**config.mk**
```make
export PLATFORM = sky130hd
export DESIGN_NAME = store_buffer
export DESIGN_NICKNAME = d
export VERILOG_FILES = /design/src/rtl/mem_pkg.sv /design/src/rtl/sb_cam.sv /design/src/rtl/store_buffer.sv
export SDC_FILE = /design/constraint.sdc
export NUM_CORES = 1
export LEC_CHECK = 0
export BUFFER_PORTS_ARGS = -buffer_cell sky130_fd_sc_hd__buf_2
export CAP_MARGIN = 20
export CORE_ASPECT_RATIO = 1.4
export CORE_UTILIZATION = 47
export CTS_BUF_LIST = sky130_fd_sc_hd__clkbuf_16
export DETAILED_ROUTE_END_ITERATION = 10
export PLACE_DENSITY_LB_ADDON = 0.15
export SLEW_MARGIN = 5
export SYNTH_ARGS = -nofsm -noshare
export SYNTH_HDL_FRONTEND = slang
export SYNTH_SLANG_ARGS = --single-unit
```
**constraint.sdc**
```tcl
create_clock -name CK -period 4.01 [get_ports CK]
set_input_delay 0.401 -clock CK [delete_from_list [all_inputs] [get_ports CK]]
set_output_delay 0.401 -clock CK [all_outputs]
set_load 0.05 [all_outputs]
```
**src/rtl/mem_pkg.sv**
```systemverilog
// Shared data-memory parameters and the store-buffer entry payload.
// Used by store_buffer and sb_cam for bus widths and default sizing.
package mem_pkg;

    localparam int unsigned ADDR_W   = 32;
    localparam int unsigned DATA_W   = 32;
    localparam int unsigned SB_DEPTH = 4;

    // Highest valid word address of the data memory.
    localparam logic [ADDR_W-1:0] SB_ADDR_MAX = 32'h0000_FFFF;

    // One pending store: {addr, data}.
    typedef struct packed {
        logic [ADDR_W-1:0] addr;
        logic [DATA_W-1:0] data;
    } sb_entry_t;

endpackage

```
**src/rtl/sb_cam.sv**
```systemverilog
// Address-match array for the store buffer.
// Ports:
//   key    in   lookup address (CPU address this cycle)
//   addrs  in   address field of every buffer slot
//   valid  in   per-slot valid bits
//   hit    out  any valid slot matches key
//   match  out  one-hot vector of matching slots (at most one bit set)
module sb_cam
    import mem_pkg::*;
#(
    parameter int unsigned DEPTH = SB_DEPTH
) (
    input  logic [ADDR_W-1:0] key,
    input  logic [ADDR_W-1:0] addrs [DEPTH],
    input  logic [DEPTH-1:0]  valid,
    output logic              hit,
    output logic [DEPTH-1:0]  match
);

    // Compare key against every slot; invalid slots never match.
    always_comb begin
        match = '0;
        for (int unsigned i = 0; i < DEPTH; i++) begin
            match[i] = valid[i] && (addrs[i] == key);
        end
    end

    assign hit = |match;

endmodule

```
**src/rtl/store_buffer.sv**
```systemverilog
// Coalescing store buffer between a CPU and a single-ported data memory.
// Stores are queued and drained to memory when the port is free; loads
// that hit a pending store are served from the buffer, load misses go
// straight to memory.
// Ports:
//   CK, RST_N                 clock, async active-low reset
//   CpuAddress/CpuWriteData   CPU word address and store data
//   CpuMemWrite/CpuMemRead    CPU store / load request (both = store)
//   Flush                     force a drain whenever the port is free
//   CpuReadData               load data (combinational)
//   Address/WriteData         data-memory address and write data
//   MemWrite/MemRead          data-memory strobes (never both high)
//   ReadData                  data-memory read data
//   Empty, Count              buffer occupancy status
module store_buffer
    import mem_pkg::*;
#(
    parameter int unsigned       DEPTH    = SB_DEPTH,
    parameter logic [ADDR_W-1:0] ADDR_MAX = SB_ADDR_MAX
) (
    input  logic                   CK,
    input  logic                   RST_N,
    input  logic [ADDR_W-1:0]      CpuAddress,
    input  logic [DATA_W-1:0]      CpuWriteData,
    input  logic                   CpuMemWrite,
    input  logic                   CpuMemRead,
    input  logic                   Flush,
    output logic [DATA_W-1:0]      CpuReadData,
    output logic [ADDR_W-1:0]      Address,
    output logic [DATA_W-1:0]      WriteData,
    output logic                   MemWrite,
    output logic                   MemRead,
    input  logic [DATA_W-1:0]      ReadData,
    output logic                   Empty,
    output logic [$clog2(DEPTH):0] Count
);

    localparam int unsigned PTR_W = $clog2(DEPTH);
    localparam int unsigned CNT_W = PTR_W + 1;

    sb_entry_t          entry_q [DEPTH];
    sb_entry_t          entry_d [DEPTH];
    logic [DEPTH-1:0]   valid_q, valid_d;
    logic [PTR_W-1:0]   head_q, head_d;
    logic [PTR_W-1:0]   tail_q, tail_d;
    logic [CNT_W-1:0]   count_q, count_d;

    logic [ADDR_W-1:0]  entry_addr [DEPTH];
    logic               hit;
    logic [DEPTH-1:0]   match;
    logic [DATA_W-1:0]  hit_data;

    logic               is_store;
    logic               is_load;
    logic               no_access;
    logic               in_range;
    logic               store_ok;
    logic               port_busy;
    logic               is_empty;
    logic               is_full;
    logic               drain;
    logic               coalesce;
    logic               enqueue;

    // Address view of the slots for the CAM.
    always_comb begin
        for (int unsigned i = 0; i < DEPTH; i++) begin
            entry_addr[i] = entry_q[i].addr;
        end
    end

    sb_cam #(
        .DEPTH (DEPTH)
    ) u_cam (
        .key   (CpuAddress),
        .addrs (entry_addr),
        .valid (valid_q),
        .hit   (hit),
        .match (match)
    );

    // Data of the single matching slot (one-hot OR mux).
    always_comb begin
        hit_data = '0;
        for (int unsigned i = 0; i < DEPTH; i++) begin
            if (match[i]) begin
                hit_data = hit_data | entry_q[i].data;
            end
        end
    end

    // Request decode and drain / coalesce / enqueue decisions.
    always_comb begin
        is_store  = CpuMemWrite;
        is_load   = CpuMemRead & ~CpuMemWrite;
        no_access = ~CpuMemWrite & ~CpuMemRead;
        in_range  = (CpuAddress <= ADDR_MAX);
        store_ok  = is_store & in_range;
        port_busy = is_load & ~hit;
        is_empty  = (count_q == '0);
        is_full   = (count_q == CNT_W'(DEPTH));
        // A full buffer makes room for a new (non-coalescing) store by
        // draining its head in the same cycle, so stores never stall.
        drain     = ~is_empty & ~port_busy
                  & (no_access | Flush | (store_ok & ~hit & is_full));
        // A hit on the head that is leaving this cycle cannot be merged.
        coalesce  = store_ok & hit & ~(drain & match[head_q]);
        enqueue   = store_ok & ~coalesce;
    end

    // Memory-side and CPU-side outputs.
    always_comb begin
        MemWrite    = drain;
        MemRead     = port_busy;
        Address     = drain ? entry_q[head_q].addr : CpuAddress;
        WriteData   = drain ? entry_q[head_q].data : '0;
        CpuReadData = (is_load & hit) ? hit_data : ReadData;
        Empty       = is_empty;
        Count       = count_q;
    end

    // FIFO next state: pop at head, merge in place, push at tail.
    always_comb begin
        entry_d = entry_q;
        valid_d = valid_q;
        head_d  = head_q;
        tail_d  = tail_q;
        count_d = count_q;

        if (drain) begin
            valid_d[head_q] = 1'b0;
            head_d          = head_q + PTR_W'(1);
        end

        for (int unsigned i = 0; i < DEPTH; i++) begin
            if (coalesce && match[i]) begin
                entry_d[i].data = CpuWriteData;
            end
        end

        // On a full store tail == head, so the push reuses the slot just popped.
        if (enqueue) begin
            entry_d[tail_q].addr = CpuAddress;
            entry_d[tail_q].data = CpuWriteData;
            valid_d[tail_q]      = 1'b1;
            tail_d               = tail_q + PTR_W'(1);
        end

        case ({enqueue, drain})
            2'b10:   count_d = count_q + CNT_W'(1);
            2'b01:   count_d = count_q - CNT_W'(1);
            default: count_d = count_q;
        endcase
    end

    // Control state, cleared by reset; pending stores are discarded.
    always_ff @(posedge CK or negedge RST_N) begin
        if (!RST_N) begin
            valid_q <= '0;
            head_q  <= '0;
            tail_q  <= '0;
            count_q <= '0;
        end else begin
            valid_q <= valid_d;
            head_q  <= head_d;
            tail_q  <= tail_d;
            count_q <= count_d;
        end
    end

    // Entry payload storage; never visible unless its valid bit is set.
    always_ff @(posedge CK) begin
        entry_q <= entry_d;
    end

endmodule

```
## Word level (Yosys, flattened, before mapping)

Cells that the tools add are included.

- Reduce and logical (&&, ||, !) cells: 14
- Add/sub/neg operators: 4
- Equal/unequal tests: 7
- $lt $le $gt $ge: 8
- Multiplexer cells: 30
- Bitwise logic cells: 30

Operator list:

| cell | number |
|---|---|
| 256-bit bitwise mux | 2 |
| 32-bit two-way mux | 12 |
| 64-bit demux with 2-bit select | 2 |
| 224-bit two-way mux | 1 |
| 64-bit two-way mux | 3 |
| 64-bit binary-select mux with 2-bit select | 1 |
| 32-bit equality test | 4 |
| 32-bit OR | 3 |
| 32-bit by 16-bit less-or-equal comparator with 1-bit output, second input constant | 1 |
| 1-bit AND | 13 |
| 1-bit logical AND | 11 |
| 4-bit two-way mux | 2 |
| 1-bit NOT | 7 |
| 3-bit greater-or-equal comparator, second input constant | 2 |
| 2-bit by 3-bit less-than comparator with 1-bit output, second input constant | 2 |
| 2-bit NOT with 3-bit output | 2 |
| 3-bit one-hot mux with 2 select lines | 1 |
| 2-bit by 1-bit adder with 2-bit output, second input constant | 2 |
| 4-bit AND | 1 |
| 1-bit demux with 2-bit select | 2 |
| 2-bit by 1-bit greater-or-equal comparator with 1-bit output, second input constant | 2 |
| 4-bit NOT | 1 |
| 4-bit OR | 1 |
| 4-bit OR reduction | 1 |
| other kinds (11) | 14 |

- Output and inout bits: 102
- Input port bits: 101
- Bits in registers: 267

## Longest topological paths before layout

Gate-level depths: netlist of run 1.

- Depth after elaboration: 16
- Mapped depth: 16
- Depth with buffers taken out: 13

## Modules after synthesis

From an unflattened synthesis of run 1, not the netlist that was laid out.

- Cell total of the unflattened synthesis: 974
- Area, all modules: 13301.5 µm²

Modules (own cells, without submodules):

| module | cells an instance | seq. area each (µm²) | area each (µm²) | instances |
|---|---|---|---|---|
| store_buffer | 797 | 6681.4 | 11892.7 | 1 |
| sb_cam | 177 | 0.0 | 1408.9 | 1 |

## Worst setup path after synthesis of run 1

OpenSTA, ideal clock, no wires.

- Kind: input to register
- Start: in CpuAddress[20]
- End: reg with a tool-made name
- Arrival time: 3.469 ns
- Setup slack: 0.120 ns
- Setup time: 0.421 ns
- Cell stages on the path: 9
- Path through: clkbuf_1 > xor2_1 > nor4_1 > nand4_1 > nor3_2 > nand3_1 > a41oi_1 > o21ai_1 > nor2_1

RTL lines:

| element | RTL line | text |
|---|---|---|
| start: declaration | store_buffer.sv:23 | `input logic [ADDR_W-1:0] CpuAddress,` |

==> results_dict.tcl, run 1 <==
set metrics [dict create \
    worstPathRequired_ns 3.61 \
    synth-edff-count 128 \
    grt_pass1_vias 8925 \
    dp_cells 1536 \
    fin_setup_tns_ns 0 \
    fp.coreArea_um2 29300 \
    synth_cells 1003 \
    cp_cell_sequence "xor2_1 > buf_4 > nor4_4 > nand3_2 > nor3_4 > or4_1 > o21ai_2 > a21oi_4 > buf_4 > buf_12 > mux2_1 > buf_2" \
    cts_max_level 1 \
    crit_path_max_fanout 19 \
    cap_viol_max_count 0 \
    drive_gt1_share_pct 41.1 \
    start_util_pct 47.8 \
    finalWeightedCongestion 0.859 \
    final_nets 1301 \
    r2r_setup_slack_ns 0.68 \
    instances_no_fill 1591 \
    cp_data_arrival_time_ns 3.52 \
    syn-mean-instance-area_um2 14.0 \
    ff2ff_path_depth 15 \
    fin_crit_sh_pct 97.7 \
    multi_input_area_um2 6870 \
    worstSetupPathType "reg2out" \
    grtUsageTotal_pct 23.8 \
    ys_seq_elements 267 \
    crit_path_end "Address[4]" \
    drcViolationCount 0 \
    area_delta_synth_final_pct 17.7 \
    syn_nets 1114 \
    async_flop_share_pct 4.12 \
    clk_pin_slew_ns 0.07 \
    synth.top_cell.area_share_pct 27.5 \
    grt_pass1_wl_um 54800 \
    synth_top_area_cell "edfxtp_1" \
    power_mw 7.51 \
    worstHoldPathCells 2 \
    final-hold-violation-count 0 \
    period_minus_slack_ns 3.92 \
    critPathLaunchType "register" \
    routed_via_density 5.69 \
    cts-root-buf "clkbuf_16" \
    slowest_stage "edfxtp_1" \
    cts.sinks 267 \
    power_density_nw_per_um2 456 \
    hpwl_um 24300 \
    slew_headroom_pct 59.1 \
    dieArea_um2 30500 \
    timing.fmax_mhz 255 \
    cp-end-kind "output pin" \
    ys_seq_area_share_pct 47.7 \
    final-seq-area_um2 6690 \
    tightest_slew_ns 0.609 \
    rr_endpoint "Count[2]$_DFFE_PN0P_" \
    cts_tree "built" \
    peakVddDrop_mv 0.312 \
    grt_max_degree 65 \
    hp-class "in2reg" \
    fillers 2473 \
    drt-initial-drc-count 471 \
    vias 9060 \
    synth_cell_types 42 \
    syn_area_um2 14000 \
    fin_skew_ns 0.0151 \
    wl_um 36800 \
    yosys_warnings 0 \
    critPathMaxStageDelay_ns 0.41 \
    ys_top_cells_by_area "edfxtp_1, dfxtp_1, mux2_4" \
    die_w_um 148 \
    wl_per_cell_um 23.1 \
    portBuffers 202 \
    io_pins 203 \
    synth_common_cells "dfxtp_1, edfxtp_1, xor2_1" \
    slew_viol_final 0 \
    cts_buffer_depth 3 \
    setup_violations 0 \
    whs_ns 0.111 \
    die_h_um 206 \
    first_pass_iters 7 \
    clock_latency_ns 0.54 \
    synth_flop_cell "edfxtp_1" \
    leakage_nw 6.83 \
    cts_buffers 26 \
    outcome "complete, no violations" \
    std_cell_rows 74 \
    antenna_left 0 \
    antenna_found_initial 3 \
    grt-ovfl-total 0 \
    cp_common_cell "buf_4" \
]
kinds of logic after synthesis:
logic type / count (synthesis) / share of synthesized area (%)
flops: 267 / 47.7
fa+ha+maj: 10 / 0.948
simple gates: 144 / 5.63
mux: 232 / 27.4
xor+xnor: 133 / 8.32
buf+inv: 107 / 4.03
compound gates: 110 / 5.89
per-stage QoR:
step	util, %	setup slack (ns)	cell area, µm²
after floorplan	-	0.120	14000
after global placement	53.1	0.249	15500
after detailed placement	53.1	0.244	15500
after CTS	55.9	0.0334	16400
after global routing	56.3	-0.0197	16500
final	56.3	0.0930	16500
layout make-up:
class,count,area share [%]
repair buffers,246,9.33
well taps,380,2.89
clock inverters,21,0.858
flip-flops and latches,267,40.6
multi-input cells,629,41.7
diodes,1,0.0152
clock buffers,27,4.10
inverters,20,0.456
power breakdown:
part / internal [mW] / switching (mW) / leakage (nW) / total [mW]
logic: 0.784 / 1.23 / 4.06 / 2.02
clock network: 1.34 / 1.08 / 0.445 / 2.42
registers: 2.89 / 0.190 / 2.32 / 3.08
worst min path at each step:
| stage | end | startpoint | slack (ns) |
|---|---|---|---|
| after detailed placement | Count[2]$_DFFE_PN0P_ | RST_N | 0.31 |
| after global routing | entry_q[5]$_DFF_P_ | CpuWriteData[5] | 0.13 |
| after CTS | entry_q[223]$_DFF_P_ | CpuWriteData[31] | 0.10 |
| after global placement | Count[2]$_DFFE_PN0P_ | RST_N | 0.31 |
| after floorplan | Count[0]$_DFFE_PN0P_ | RST_N | 0.11 |
| final | entry_q[129]$_DFF_P_ | CpuWriteData[1] | 0.11 |
metal layers:
layer / routed length (µm) / vias to the layer above / part of all wire (%) / track usage [%]
met5: 27 / - / 0.073 / 0
met4: 1020 / 4 / 2.8 / 7.29
met1: 14800 / 4563 / 40 / 29.8
met2: 19000 / 290 / 52 / 42.7
li1: - / 4143 / - / -
met3: 1880 / 60 / 5.1 / 2.87
cell usage in the layout (no fill, tap or decap), drive strengths merged, types with 5 or more instances in the layout:
master	netlist	layout
a21oi	33	33
a221oi	32	32
a22o	32	32
and2	32	32
buf	31	244
clkbuf	56	28
clkinv	0	9
dfrtp	11	11
dfxtp	128	128
edfxtp	128	128
ha	9	9
inv	20	30
mux2	162	162
mux2i	5	5
mux4	65	65
nand3	11	11
nand4	5	5
nor2	45	45
nor3	10	10
nor4	31	31
xnor2	11	11
xor2	122	122
timing repair:
item                                   in CTS  in global routing
gates cloned                                0                  1
buffers inserted                            0                  4
endpoints found under the hold margin      11                  0
pin swaps                                   1                  3
hold buffers                                1                  0
setup endpoints to repair                  75                 57
resized for setup                           2                  8
worst max-delay path, delay by kind of cell (launching register included):
kind / cells / cell delay (ns)
DFF: 1 / 0.41
and+or+nand+nor: 4 / 1.02
buffers and inverters: 4 / 0.73
muxes: 1 / 0.36
xor gates and xnor gates: 1 / 0.19
AOI/OAI and AO/OA: 2 / 0.25
Note: power is estimated with default switching activity, not from simulation.
==> run 2, diff against run 1 <==
--- a/config.mk
+++ b/config.mk
@@ -8,7 +8,7 @@
 export BUFFER_PORTS_ARGS = -buffer_cell sky130_fd_sc_hd__buf_2
 export CAP_MARGIN = 20
 export CORE_ASPECT_RATIO = 1.4
-export CORE_UTILIZATION = 47
+export CORE_UTILIZATION = 58
 export CTS_BUF_LIST = sky130_fd_sc_hd__clkbuf_16
 export DETAILED_ROUTE_END_ITERATION = 10
 export PLACE_DENSITY_LB_ADDON = 0.15
==> run 2 against run 1 <==
  * Largest power group unchanged
  * Cell area decreased by 0.59%
  * Highest routed layer is now met4
  * Worst setup slack got worse by 0.0025 ns
  * Utilization increased by 14 points
  * Via count decreased by 0.88%
  * Wire length decreased by 5.9%
  * Cell count decreased by 4.8%
  * Sequential power about the same
  * Power decreased by 2.4%
  * Die area decreased by 19%
  * Global-route usage increased by 4.4 points
  * Non-clock buffer count unchanged
==> results_dict.tcl, run 2 (same netlist as run 1, synthesis figures left out) <==
set metrics [dict create \
    worstPathRequired_ns 3.61 \
    wl_per_cell_um 22.8 \
    die_w_um 133 \
    critPathLaunchType "register" \
    fin_crit_sh_pct 97.7 \
    setup_violations 0 \
    antenna_left 0 \
    whs_ns 0.131 \
    io_pins 203 \
    holdCritStartpoint "CpuWriteData[1]" \
    cts_tree "built" \
    utilization_pct 69.8 \
    power_density_nw_per_um2 448 \
    outcome "complete, no violations" \
    cts_max_level 1 \
    drcViolationCount 0 \
    grt_pass1_vias 9158 \
    cap_viol_max_count 0 \
    clk_pin_slew_ns 0.07 \
    period_minus_slack_ns 3.92 \
    slew_headroom_pct 49.9 \
    wl_um 34600 \
    grt_pass1_wl_um 52600 \
    fp.coreArea_um2 23500 \
    peakVddDrop_mv 0.401 \
    slowest_stage "nor4_1" \
    grtUsageTotal_pct 28.2 \
    cp-end-kind "output pin" \
    drive_gt1_share_pct 41.1 \
    critPathMaxStageDelay_ns 0.50 \
    portBuffers 202 \
    first_pass_iters 5 \
    cts_buffers 25 \
    std_cell_rows 66 \
    clock_latency_ns 0.52 \
    fin_setup_tns_ns 0 \
    grt_max_degree 65 \
    fillers 1697 \
    cp_cell_sequence "xor2_1 > nor4_1 > nand3_1 > nor3_4 > buf_4 > buf_4 > a22o_1 > a221oi_1 > a21oi_1 > buf_2" \
    r2r_setup_slack_ns 0.50 \
    hp-class "in2reg" \
    mostFrequentLayoutCells "buf_2, edfxtp_1, dfxtp_1" \
    holdPathEnd "entry_q[129]$_DFF_P_" \
    mostFrequentLayoutCell "buf_2" \
    place_area_um2 15500 \
    fin_skew_ns 0.0119 \
    final_nets 1300 \
    rr_endpoint "entry_q[223]$_DFF_P_" \
    leakage_nw 6.79 \
    cts_buffer_depth 3 \
    crit_path_max_fanout 21 \
    worstSetupPathType "reg2out" \
    cp_common_cell "buf_4" \
    antenna_found_initial 1 \
    power_mw 7.33 \
    tightest_slew_ns 0.752 \
    vias 8980 \
    dieArea_um2 24800 \
    rsz0062_at_grt "false" \
    ff2ff_path_depth 11 \
    area_delta_synth_final_pct 17.0 \
    fin_area_um2 16400 \
    cp_data_arrival_time_ns 3.52 \
    finalWeightedCongestion 0.902 \
    hpwl_um 23600 \
    die_h_um 186 \
    final-hold-violation-count 0 \
    routed_via_density 5.93 \
    cts.sinks 267 \
    start_util_pct 59.7 \
    timing.fmax_mhz 255 \
    grt-ovfl-total 0 \
    cts-root-buf "clkbuf_16" \
    drt-initial-drc-count 503 \
    slew_viol_final 0 \
    worstHoldPathCells 2 \
]
run 2: worst max path at each step:
stage / start / endpoint / slack, ns / cells after the start
after floorplan: CpuAddress[20] / register / 0.12 / 9
after global routing: register / Address[19] / 0.004 / 11
after global placement: CpuAddress[27] / Address[2] / -0.01 / 11
final: register / CpuReadData[8] / 0.09 / 10
after CTS: register / Address[8] / 0.05 / 10
after detailed placement: CpuAddress[27] / Address[8] / 0.03 / 11
run 2: final cells by class:
| type | instances | area [µm²] | area share [%] |
|---|---|---|---|
| timing repair buffer | 246 | 1570 | 9.61 |
| antenna | 1 | 2.50 | 0.0153 |
| multi-input combinational | 629 | 6870 | 41.9 |
| inverter | 20 | 75.1 | 0.459 |
| clock inverter | 20 | 156 | 0.955 |
| tap | 306 | 383 | 2.34 |
| clock buffer | 25 | 626 | 3.82 |
| sequential | 267 | 6690 | 40.9 |
run 2: where the power goes:
group | internal, mW | leakage (nW) | switching [mW] | total (mW)
clock network | 1.27 | 0.383 | 1.01 | 2.28
registers | 2.89 | 2.32 | 0.198 | 3.08
logic | 0.778 | 4.09 | 1.19 | 1.97
total | 4.93 | 6.79 | 2.40 | 7.33
run 2: per-layer routing:
| metal | part of all wire (%) | global-route usage [%] |
|---|---|---|
| met1 | 39 | 33.9 |
| met3 | 5.5 | 3.76 |
| met2 | 51 | 50.0 |
| met4 | 4.3 | 13.4 |
| met5 | 0 | 0 |
run 2: what timing repair did:
item                                   in CTS  in global routing
endpoints found under the hold margin      11                  0
buffers inserted                            0                  1
gates resized for setup                     9                  3
pin swaps                                   0                  2
hold buffers                                1                  0
setup endpoints to repair                  86                 33
run 2: critical path: cells and delay by family (launching register included):
| family | cells | cell delay [ns] |
|---|---|---|
| buf+inv | 3 | 0.97 |
| xor+xnor | 1 | 0.18 |
| compound gates | 3 | 0.46 |
| flops | 1 | 0.42 |
| simple gates | 3 | 0.96 |
run 2: per-stage QoR:
step / std cells / setup WS [ns]
after floorplan: 1003 / 0.120
after global placement: 1466 / -0.0137
after detailed placement: 1466 / 0.0285
after CTS: 1512 / 0.0517
after global routing: 1514 / 0.00423
final: 1514 / 0.0905
